## config.mk

```make
export PLATFORM = sky130hd
export DESIGN_NAME = midi_uart_tx
export DESIGN_NICKNAME = d
export VERILOG_FILES = /design/src/rtl/midi_uart_tx.sv
export SDC_FILE = /design/constraint.sdc
export NUM_CORES = 1
export LEC_CHECK = 0
export CORE_ASPECT_RATIO = 1.5
export CORE_MARGIN = 4
export CORE_UTILIZATION = 51
export CTS_BUF_LIST = sky130_fd_sc_hd__clkbuf_16
export CTS_CLUSTER_SIZE = 12
export DETAILED_ROUTE_END_ITERATION = 7
export GPL_TIMING_DRIVEN = 0
export PLACE_DENSITY = 0.87
export SLEW_MARGIN = 20
export SYNTH_ARGS = -nofsm -noshare
export SYNTH_HDL_FRONTEND = slang
export SYNTH_SLANG_ARGS = --single-unit
```

## constraint.sdc

```tcl
create_clock -name iCLK -period 2 [get_ports iCLK]
set_input_delay 0.4 -clock iCLK [delete_from_list [all_inputs] [get_ports iCLK]]
set_output_delay 0.4 -clock iCLK [all_outputs]
set_load 0.1 [all_outputs]
```

## src/rtl/midi_uart_tx.sv

```systemverilog
// MIDI OUT transmitter: fetches bytes from the FIFO read port and shifts them out as 8N1 frames.
// A one-byte holding register overlaps the next fetch with the current frame, so frames are gapless.
module midi_uart_tx #(
  parameter int pSysClkHz  = 50000000,
  parameter int pBaud      = 31250,
  parameter int pBitCycles = pSysClkHz / pBaud
) (
  input  logic       iCLK,
  input  logic       inARST,
  input  logic [7:0] iRd,
  input  logic       iRvd,
  input  logic       iEmp,
  output logic       oRe,
  input  logic       iTxEn,
  output logic       oTxd,
  output logic       oBusy,
  output logic [1:0] oState
);

  localparam int CW = (pBitCycles > 1) ? $clog2(pBitCycles) : 1;
  localparam logic [CW-1:0] LAST_CNT = CW'(pBitCycles - 1);

  localparam logic [1:0] IDLE  = 2'd0;
  localparam logic [1:0] START = 2'd1;
  localparam logic [1:0] DATA  = 2'd2;
  localparam logic [1:0] STOP  = 2'd3;

  logic [1:0]    state;
  logic [CW-1:0] cnt;
  logic [2:0]    bit_idx;
  logic [7:0]    shift;
  logic [7:0]    hold;
  logic          hold_v;
  logic          pend;

  logic          fetch;
  logic          rd_take;
  logic          avail;
  logic          bit_end;
  logic          load;
  logic [7:0]    next_byte;

  // FIFO read handshake: a one-cycle oRe requests one byte and marks a fetch pending; the first
  // iRvd strobe while pending delivers that byte, any iRvd without a pending fetch is ignored.
  always_comb begin
    fetch     = iTxEn & ~iEmp & ~hold_v & ~pend;
    rd_take   = iRvd & pend;
    avail     = hold_v | rd_take;
    next_byte = hold_v ? hold : iRd;
    bit_end   = (cnt == LAST_CNT);
    load      = ((state == IDLE) || ((state == STOP) && bit_end)) && avail;
  end

  // Returning read data may bypass the holding register straight into the shifter.
  always_ff @(posedge iCLK or negedge inARST) begin
    if (!inARST) begin
      oRe    <= 1'b0;
      pend   <= 1'b0;
      hold   <= 8'h00;
      hold_v <= 1'b0;
    end else begin
      oRe <= fetch;
      if (fetch) begin
        pend <= 1'b1;
      end else if (rd_take) begin
        pend <= 1'b0;
      end
      if (load) begin
        hold_v <= 1'b0;
      end else if (rd_take) begin
        hold   <= iRd;
        hold_v <= 1'b1;
      end
    end
  end

  always_ff @(posedge iCLK or negedge inARST) begin
    if (!inARST) begin
      state   <= IDLE;
      cnt     <= '0;
      bit_idx <= 3'd0;
      shift   <= 8'h00;
      oTxd    <= 1'b1;
    end else begin
      case (state)
        IDLE: begin
          cnt  <= '0;
          oTxd <= 1'b1;
          if (load) begin
            shift <= next_byte;
            oTxd  <= 1'b0;
            state <= START;
          end
        end
        START: begin
          if (bit_end) begin
            cnt     <= '0;
            bit_idx <= 3'd0;
            oTxd    <= shift[0];
            state   <= DATA;
          end else begin
            cnt <= cnt + 1'b1;
          end
        end
        DATA: begin
          if (bit_end) begin
            cnt <= '0;
            if (bit_idx == 3'd7) begin
              oTxd  <= 1'b1;
              state <= STOP;
            end else begin
              bit_idx <= bit_idx + 3'd1;
              shift   <= {1'b0, shift[7:1]};
              oTxd    <= shift[1];
            end
          end else begin
            cnt <= cnt + 1'b1;
          end
        end
        default: begin
          if (bit_end) begin
            cnt <= '0;
            if (load) begin
              shift <= next_byte;
              oTxd  <= 1'b0;
              state <= START;
            end else begin
              oTxd  <= 1'b1;
              state <= IDLE;
            end
          end else begin
            cnt <= cnt + 1'b1;
          end
        end
      endcase
    end
  end

  always_ff @(posedge iCLK or negedge inARST) begin
    if (!inARST) begin
      oBusy <= 1'b0;
    end else begin
      oBusy <= (state != IDLE) | hold_v | pend;
    end
  end

  assign oState = state;

endmodule

```

Word-level counts from Yosys, hierarchy flattened
Cells that the tools add are included.
{ "classes": {"reduce_logical": 14, "n_eq_ne": 10, "n_mux": 29, "n_addsub": 2, "n_bitwise": 12} }
{ "op_table": {"columns": ["operator", "n"], "rows": [
  ["$mux W8", 5],
  ["$pmux W8 S3", 1],
  ["$mux W11", 2],
  ["$add A11 B1 Y11 const B", 1],
  ["$eq A11 B11 Y1 const B", 1],
  ["$mux W1", 10],
  ["$mux W2", 5],
  ["$ne A2 B2 Y1 const B", 5],
  ["$reduce_bool A2 Y1", 5],
  ["$mux W3", 3],
  ["$reduce_and A4 Y1", 2],
  ["$pmux W2 S3", 1],
  ["$pmux W3 S2", 1],
  ["$not A1 Y1", 5],
  ["$reduce_and A5 Y1", 1],
  ["$and A1 B1 Y1", 4],
  ["$eq A2 B2 Y1 const B", 2],
  ["$add A3 B1 Y3 const B", 1],
  ["$eq A3 B3 Y1 const B", 1],
  ["$or A1 B1 Y1", 3],
  ["$pmux W1 S3", 1],
  ["$reduce_and A3 Y1", 1],
  ["$eq A2 B1 Y1 const B", 1],
  ["$logic_and A1 B1 Y1", 2],
  ["other kinds (3)", 3]
]} }
{ "word_totals": {"in_bits": 13, "output_inout_bits": 5, "word_cells": 77, "register_bits": 37} }

Logic depth before layout (Yosys ltp)
Gate-level depths: netlist of run 1.
{ "depth": {"depth_word": 7, "ltp_mapped": 8, "ltp_nobuf": 7} }

Least setup slack after synthesis of run 1
OpenSTA, ideal clock, no wires.
{ "synth_path": {"kind": "register to register", "startpoint": "register state[1], in the netlist oState[1]", "endpoint": "register shift[0]", "setup_slack_ns": -0.557, "required_time_ns": 1.875, "period_less_slack_ns": 2.557, "n_path_buf": 0, "stages_incl_launch_ff": 7, "setup_ns": 0.125, "arrival_time_ns": 2.433, "path_cell_list": "dfrtp_1 -> ha_1 -> inv_1 -> nor4_2 -> o21ai_1 -> a21oi_4 -> mux2_2"} }
{ "synth_via": {"elab_chain_len": 7, "word_cells_on_any_way": 15, "cone_classes": "eq/ne (5); mux (3); bitwise (1); reduce/logical (6)"} }
{ "synth_rtl": {"columns": ["element", "line_no", "text"], "rows": [
  ["from (decl)", "28", "logic [1:0] state;"],
  ["from (signal assigned)", "79", "state <= IDLE;"],
  ["from (signal assigned)", "92", "state <= START;"],
  ["from (signal assigned)", "100", "state <= DATA;"],
  ["$eq A2 B2 Y1", "51", "load = ((state == IDLE) || ((state == STOP) && bit_end)) && avail;"],
  ["$logic_and A1 B1 Y1", "51", null],
  ["$logic_or A1 B1 Y1", "51", null],
  ["$logic_and A1 B1 Y1", "51", null],
  ["$mux W8 (2 in a row)", null, null],
  ["$pmux W8 S3", "85", "case (state)"],
  ["to (signal assigned)", "90", "shift <= next_byte;"],
  ["to (signal assigned)", "113", "shift <= {1'b0, shift[7:1]};"],
  ["to (signal assigned)", "124", "shift <= next_byte;"],
  ["to (decl)", "31", "logic [7:0] shift;"]
]} }
Several ways; a longest one is shown, not always the timed one. The select of a mux whose other input is x is not followed.
A chain may end at the register's enable or synchronous reset.

Worst setup path in the final report of run 1
{ "layout_path": {"startpoint": "register cnt[8]", "endpoint": "register shift[1]"} }
{ "layout_via": {"elab_chain_len": 7, "word_cells_on_any_way": 10, "cone_classes": "eq/ne (2); mux (3); reduce/logical (5)"} }
{ "layout_rtl": {"columns": ["element", "line_no", "text"], "rows": [
  ["from (decl)", "29", "logic [CW-1:0] cnt;"],
  ["from (signal assigned)", "102", "cnt <= cnt + 1'b1;"],
  ["from (signal assigned)", "117", "cnt <= cnt + 1'b1;"],
  ["from (signal assigned)", "132", "cnt <= cnt + 1'b1;"],
  ["$eq A11 B11 Y1 *", "50", "bit_end = (cnt == LAST_CNT);"],
  ["$logic_and A1 B1 Y1", "51", null],
  ["$logic_or A1 B1 Y1", "51", null],
  ["$logic_and A1 B1 Y1", "51", null],
  ["$mux W8 (2 in a row)", null, null],
  ["$pmux W8 S3", null, null]
]} }
Mark *: on every way between the ends. The rest lies on a longest branch, timed or not. The select of a mux whose other input is x is not followed.

==> impl_metrics.ini, run 1 <==
[run_status]
outcome = complete, but fails checks
violations = setup timing

[cells_and_area]
fill_cells = 227
stdcell_count = 256
nets = 233
postLayoutCoreUtil_pct = 71.5
multi_input_area_um2 = 1010
drive_gt1_share_pct = 27.6
syn_to_final_growth_pct = 31.1
register_area_um2 = 936
diodes = 0

[floorplanning]
pin_count = 18
initial_core_util_pct = 54.5
core_area_um2 = 3480
rows = 26
die_w_um = 57.8
fp.dieArea_um2 = 4780
fp.dieH_um = 82.7

[critical_path]
crit_family = simple AND/OR/NAND/NOR gates
arrival_ps = 2360
r2r-start = cnt[8]$_DFF_PN0_
cpPeakStageDelay_ps = 580
crit_chain = or4b_4 > nor3_4 > buf_6 > a21oi_4 > a21oi_4 > buf_12 > mux2_4
cp_slowest_cell = or4b_4
timing.rr.end = shift[1]$_DFFE_PN0P_
rr_worst_depth = 7
start_kind = flop
crit_type = flop to flop
cp_num_buf_inv = 2
cp_common_cell = a21oi_4
r2r_setup_slack_ps = -200
critical_path.max_fanout = 7
cp.required_ps = 2160
end_kind = flop

[synthesis]
syn_area_um2 = 1900
yosysUniqueCellTypes = 43
synth_top_family_by_area = simple AND/OR/NAND/NOR gates
synth.net_count = 197
synthMuxAreaShare_pct = 14.2
syn_inst = 177
synth_top_cell_by_area = dfrtp_1
yosysWarnings = 0
yosysTopAreaCellShare_pct = 47.5
synth.most_common_cell = dfrtp_1
synth_ff_type = dfrtp_1
synth_common_cells = dfrtp_1, nand2_1, mux2_2, o21ai_0, nor2_1
synth_xor_area_share_pct = 3.23
ys_ff_latch = 37
synth_edf_count = 0
synth_area_per_cell_um2 = 10.7
synth-simple-area-share_pct = 15.5
synth_compound_area_share_pct = 10.4
async_flop_share_pct = 100
synth_seq_area_share_pct = 48.9
synthAdderAreaFrac_pct = 4.62
synth_area_leaders = dfrtp_1, mux2_2, mux2i_1

[worst_hold_path]
hp-class = input port to asynchronous set/reset pin

[detailed_routing]
remaining_drc_errors = 0
postRouteAntennaNets = 0
dr.pass1.iters = 5
vias_per_cell = 5.76
wl_mm = 4.27
vias = 1474
wl_per_cell_um = 16.7
drt_iter0_drc = 37

[sta]
fmax_mhz = 456
hold_viol = 0
rsz0062_at_grt = true
fin_hold_ws_ps = 44.6
min_period_ps = 2200
worst_slew_pin_slew_ps = 956
setup-violations-final = 9
fin_skew_ps = 5.54
slew_headroom_pct = 36.5
period_share_pct = 110
slew_violations = 0
setup_slack_ps = -195

[placement]
dpl.cell_count = 237
globalplace.congestion = 0.810
dp_hpwl_mm = 2.63
dp_worst_setup_slack_ps = -361
portBuffers = 17

[grt]
grt_max_degree = 22
grt_pass1_vias = 1559
antenna_found_initial = 0
track_usage_pct = 20.0
grt-ovfl-total = 0
grt_first_pass_wirelength_mm = 7.12

[cts]
htreeDepth = 2
cts_tree = done
cts.path.max_buffers = 2
clock_sinks = 37
clock_latency_ps = 280
cts_buffers = 5
clkTransAtPathRegs_ps = 60
cts_root_buffer = clkbuf_16

[job]
maxCapViolations = 0

[pwr]
ir_worst_vdd_uv = 843
total_power_mw = 1.95
p_per_area_nw_per_um2 = 784
leakage_nw = 1.13
-- layout by cell type (no fill, tap or decap), types with 4 or more instances in the layout --
cell type        synthesis  routed
nor2_1                  13      12
inv_1                    6       7
mux2i_1                  9       9
o21ai_0                 15      12
dfrtp_1                 36      33
buf_4                    1       9
mux2_2                  15       8
xnor2_1                  4       4
nand2_1                 21      21
clkbuf_16                0       5
clkdlybuf4s50_1          0      11
a21oi_1                  6       5
mux2_4                   0       8
ha_1                     7       7
-- logic make-up after synthesis --
logic type / count (synthesis)
mux: 25
buf+inv: 13
simple gates: 57
fa+ha+maj: 7
xor+xnor: 7
compound gates: 31
flops: 37
-- registers in the layout, summed over array words and instances (netlist names) --
| signal | flops |
|---|---|
| cnt | 11 |
| hold | 8 |
| shift | 8 |
| bit_idx | 3 |
| oState | 2 |
| hold_v | 1 |
| oBusy | 1 |
| oRe | 1 |
| oTxd | 1 |
| pend | 1 |
-- area by class of cell --
| cell class | count | area share (%) |
|---|---|---|
| multi-input cells | 128 | 40.6 |
| flip-flops and latches | 37 | 37.6 |
| clock buffers | 5 | 5.03 |
| plain buffers | 5 | 1.21 |
| repair buffers | 29 | 11.8 |
| inverters | 7 | 1.06 |
| well taps | 42 | 2.11 |
| clock inverters | 3 | 0.553 |
-- worst reg2reg max path, cell delays in order (launching register included) --
cell	delay [ps]
dfrtp_1	370
or4b_4	580
nor3_4	310
buf_6	150
a21oi_4	60
a21oi_4	150
buf_12	150
mux2_4	310
-- stage by stage --
| stage | setup TNS (ps) | cell area, µm² |
|---|---|---|
| global placement | -15370 | 2140 |
| floorplan | -859 | 1910 |
| detailed placement | -4970 | 2160 |
| global route | -2040 | 2490 |
| CTS | -828 | 2450 |
| finish | -1620 | 2490 |
-- power by group --
part / switching, mW / internal [mW] / total [mW]
clock network: 0.303 / 0.452 / 0.755
registers: 0.0528 / 0.836 / 0.888
logic: 0.147 / 0.161 / 0.308
total: 0.503 / 1.45 / 1.95
-- layer usage --
layer | vias up | part of all wire (%) | track usage (%)
li1 | 699 | - | -
met1 | 719 | 38 | 20.9
met2 | 36 | 54 | 35.0
met3 | 20 | 3.6 | 4.04
met4 | 0 | 4.5 | 15.1
met5 | - | 0 | 0
-- timing repair --
item | CTS | global route
cloned | 0 | 1
endpoints found under the hold margin | 0 | 0
setup buffers | 11 | 3
gates resized for setup | 26 | 7
setup endpoints to repair | 33 | 32
pin swaps | 7 | 3
hold buffers | 0 | 0
-- worst max path at each step --
stage | startpoint | end | depth (start not counted)
finish | cnt[8]$_DFF_PN0_ | shift[1]$_DFFE_PN0P_ | 7
global route | cnt[8]$_DFF_PN0_ | shift[3]$_DFFE_PN0P_ | 7
CTS | cnt[8]$_DFF_PN0_ | oState[1]$_DFFE_PN0P_ | 6
detailed placement | cnt[6]$_DFF_PN0_ | shift[1]$_DFFE_PN0P_ | 5
global placement | inARST | oState[0]$_DFFE_PN0P_ | 1
floorplan | cnt[6]$_DFF_PN0_ | oState[1]$_DFFE_PN0P_ | 5
(Power assumes the default switching activity.)
==> inputs of run 2 (changes only) <==
--- a/config.mk
+++ b/config.mk
@@ -5,7 +5,7 @@
 export SDC_FILE = /design/constraint.sdc
 export NUM_CORES = 1
 export LEC_CHECK = 0
-export CORE_ASPECT_RATIO = 1.5
+export CORE_ASPECT_RATIO = 0.8
 export CORE_MARGIN = 4
 export CORE_UTILIZATION = 51
 export CTS_BUF_LIST = sky130_fd_sc_hd__clkbuf_16
==> impl_metrics.ini, run 2 (synthesis gave the netlist of run 1 again) <==
[placement]
dp_hpwl_mm = 2.72
dpl.cell_count = 237
portBuffers = 17
globalplace.congestion = 0.743
dp_worst_setup_slack_ps = -379

[sta]
fin_skew_ps = 2.77
slew_violations = 0
hold_viol = 0
setup_slack_ps = -315
worst_slew_pin_slew_ps = 952
rsz0062_at_grt = true
period_share_pct = 116
setup-violations-final = 18
fmax_mhz = 432
slew_headroom_pct = 36.8
min_period_ps = 2310

[critical_path]
crit_chain = or4b_4 > nor3_4 > inv_2 > a222oi_1 > buf_4 > mux2_4
start_kind = flop
crit_type = flop to flop
critical_path.max_fanout = 5
end_kind = flop
cp.required_ps = 2160
crit_family = simple AND/OR/NAND/NOR gates
cp_slowest_cell = or4b_4
arrival_ps = 2480
cpPeakStageDelay_ps = 570
cp_num_buf_inv = 2

[pwr]
leakage_nw = 1.19
p_per_area_nw_per_um2 = 834
ir_worst_vdd_uv = 854

[grt]
grt-busiest-layer = met2
antenna_found_initial = 0
gr-usage-met3_pct = 5.62
met2_usage_pct = 31.9
grt_first_pass_wirelength_mm = 7.27
grt-ovfl-total = 0
track_usage_pct = 18.9
grtUsageMet1_pct = 22.7
grt_max_degree = 21
grt_pass1_vias = 1568

[detailed_routing]
dr.pass1.iters = 4
wl_mm = 4.28
vias_per_cell = 5.70
remaining_drc_errors = 0
wl_per_cell_um = 16.7
postRouteAntennaNets = 0
vias = 1459
drt_iter0_drc = 92

[worst_hold_path]
hp-class = input port to asynchronous set/reset pin

[floorplanning]
initial_core_util_pct = 54.3
core_area_um2 = 3490
die_w_um = 76.2
pin_count = 18
fp.dieArea_um2 = 4760
rows = 19
fp.dieH_um = 62.5

[cells_and_area]
largest_reg_flops = 11
stdcell_count = 256
top_regs = cnt: 11 flops, hold: 8 flops, shift: 8 flops
final_cell_mix = dfrtp_1, nand2_1, mux2_4, o21ai_0, nor2_1
postLayoutCoreUtil_pct = 72.5
fill_cells = 236
top_register = cnt
drive_gt1_share_pct = 27.6
diodes = 0
syn_to_final_growth_pct = 33.6
final_common_cell = dfrtp_1
nets = 233

[job]
maxCapViolations = 0

[cts]
cts_root_buffer = clkbuf_16
cts.path.max_buffers = 2
cts_tree = done
clock_sinks = 37
clkTransAtPathRegs_ps = 50
clock_latency_ps = 280
htreeDepth = 2
cts_buffers = 5

[run_status]
violations = setup timing
outcome = complete, but fails checks
run 2: area by class of cell:
| class | instances | area [µm²] | area share [%] |
|---|---|---|---|
| Clock inverter | 3 | 37.5 | 1.48 |
| Clock buffer | 5 | 125 | 4.94 |
| Sequential cell | 37 | 936 | 36.9 |
| Inverter | 7 | 26.3 | 1.04 |
| Tap cell | 42 | 52.6 | 2.07 |
| Buffer | 5 | 31.3 | 1.23 |
| Multi-Input combinational cell | 127 | 1030 | 40.6 |
| Timing Repair Buffer | 30 | 297 | 11.7 |
run 2: report_power, final:
group | switching (mW) | internal (mW)
combinational | 0.153 | 0.204
sequential | 0.0521 | 0.836
clock | 0.291 | 0.579
total | 0.496 | 1.62
run 2: worst paths after layout:
path / startpoint / end / slack (ps) / cells past startpoint
min in group iCLK: oTxd$_DFFE_PN1P_ / oTxd$_DFFE_PN1P_ / 490 / 2
setup reg to reg: cnt[6]$_DFF_PN0_ / oState[1]$_DFFE_PN0P_ / -310 / 6
setup / recovery: cnt[6]$_DFF_PN0_ / oState[1]$_DFFE_PN0P_ / -310 / 6
hold / removal: inARST / oBusy$_DFF_PN0_ / 70 / 1
hold reg to reg: oTxd$_DFFE_PN1P_ / oTxd$_DFFE_PN1P_ / 490 / 2
max in group asynchronous: inARST / oTxd$_DFFE_PN1P_ / 1400 / 2
run 2: through the flow:
step / hold slack, ps / setup TNS [ps] / power [mW] / instance area, µm²
floorplan: 104 / -859 / 1.09 / 1910
global placement: 470 / -14170 / 1.16 / 2140
detailed placement: 378 / -5450 / 1.20 / 2160
CTS: 83.0 / -1840 / 2.12 / 2470
global route: 98.3 / -5400 / 2.22 / 2530
finish: 69.7 / -4030 / 2.11 / 2530
run 2: repair_timing:
action / 4_1_cts / 5_1_grt
pin swaps: 8 / 4
setup buffers: 7 / 7
hold buffers: 0 / 0
setup endpoints to repair: 34 / 23
resized for setup: 31 / 8
gates cloned: 0 / 0
run 2: routing by layer:
metal  vias up  wire [µm]
li1        695          -
met1       709       1790
met2        43       2190
met3        12        216
met4         0         80
met5         -          0
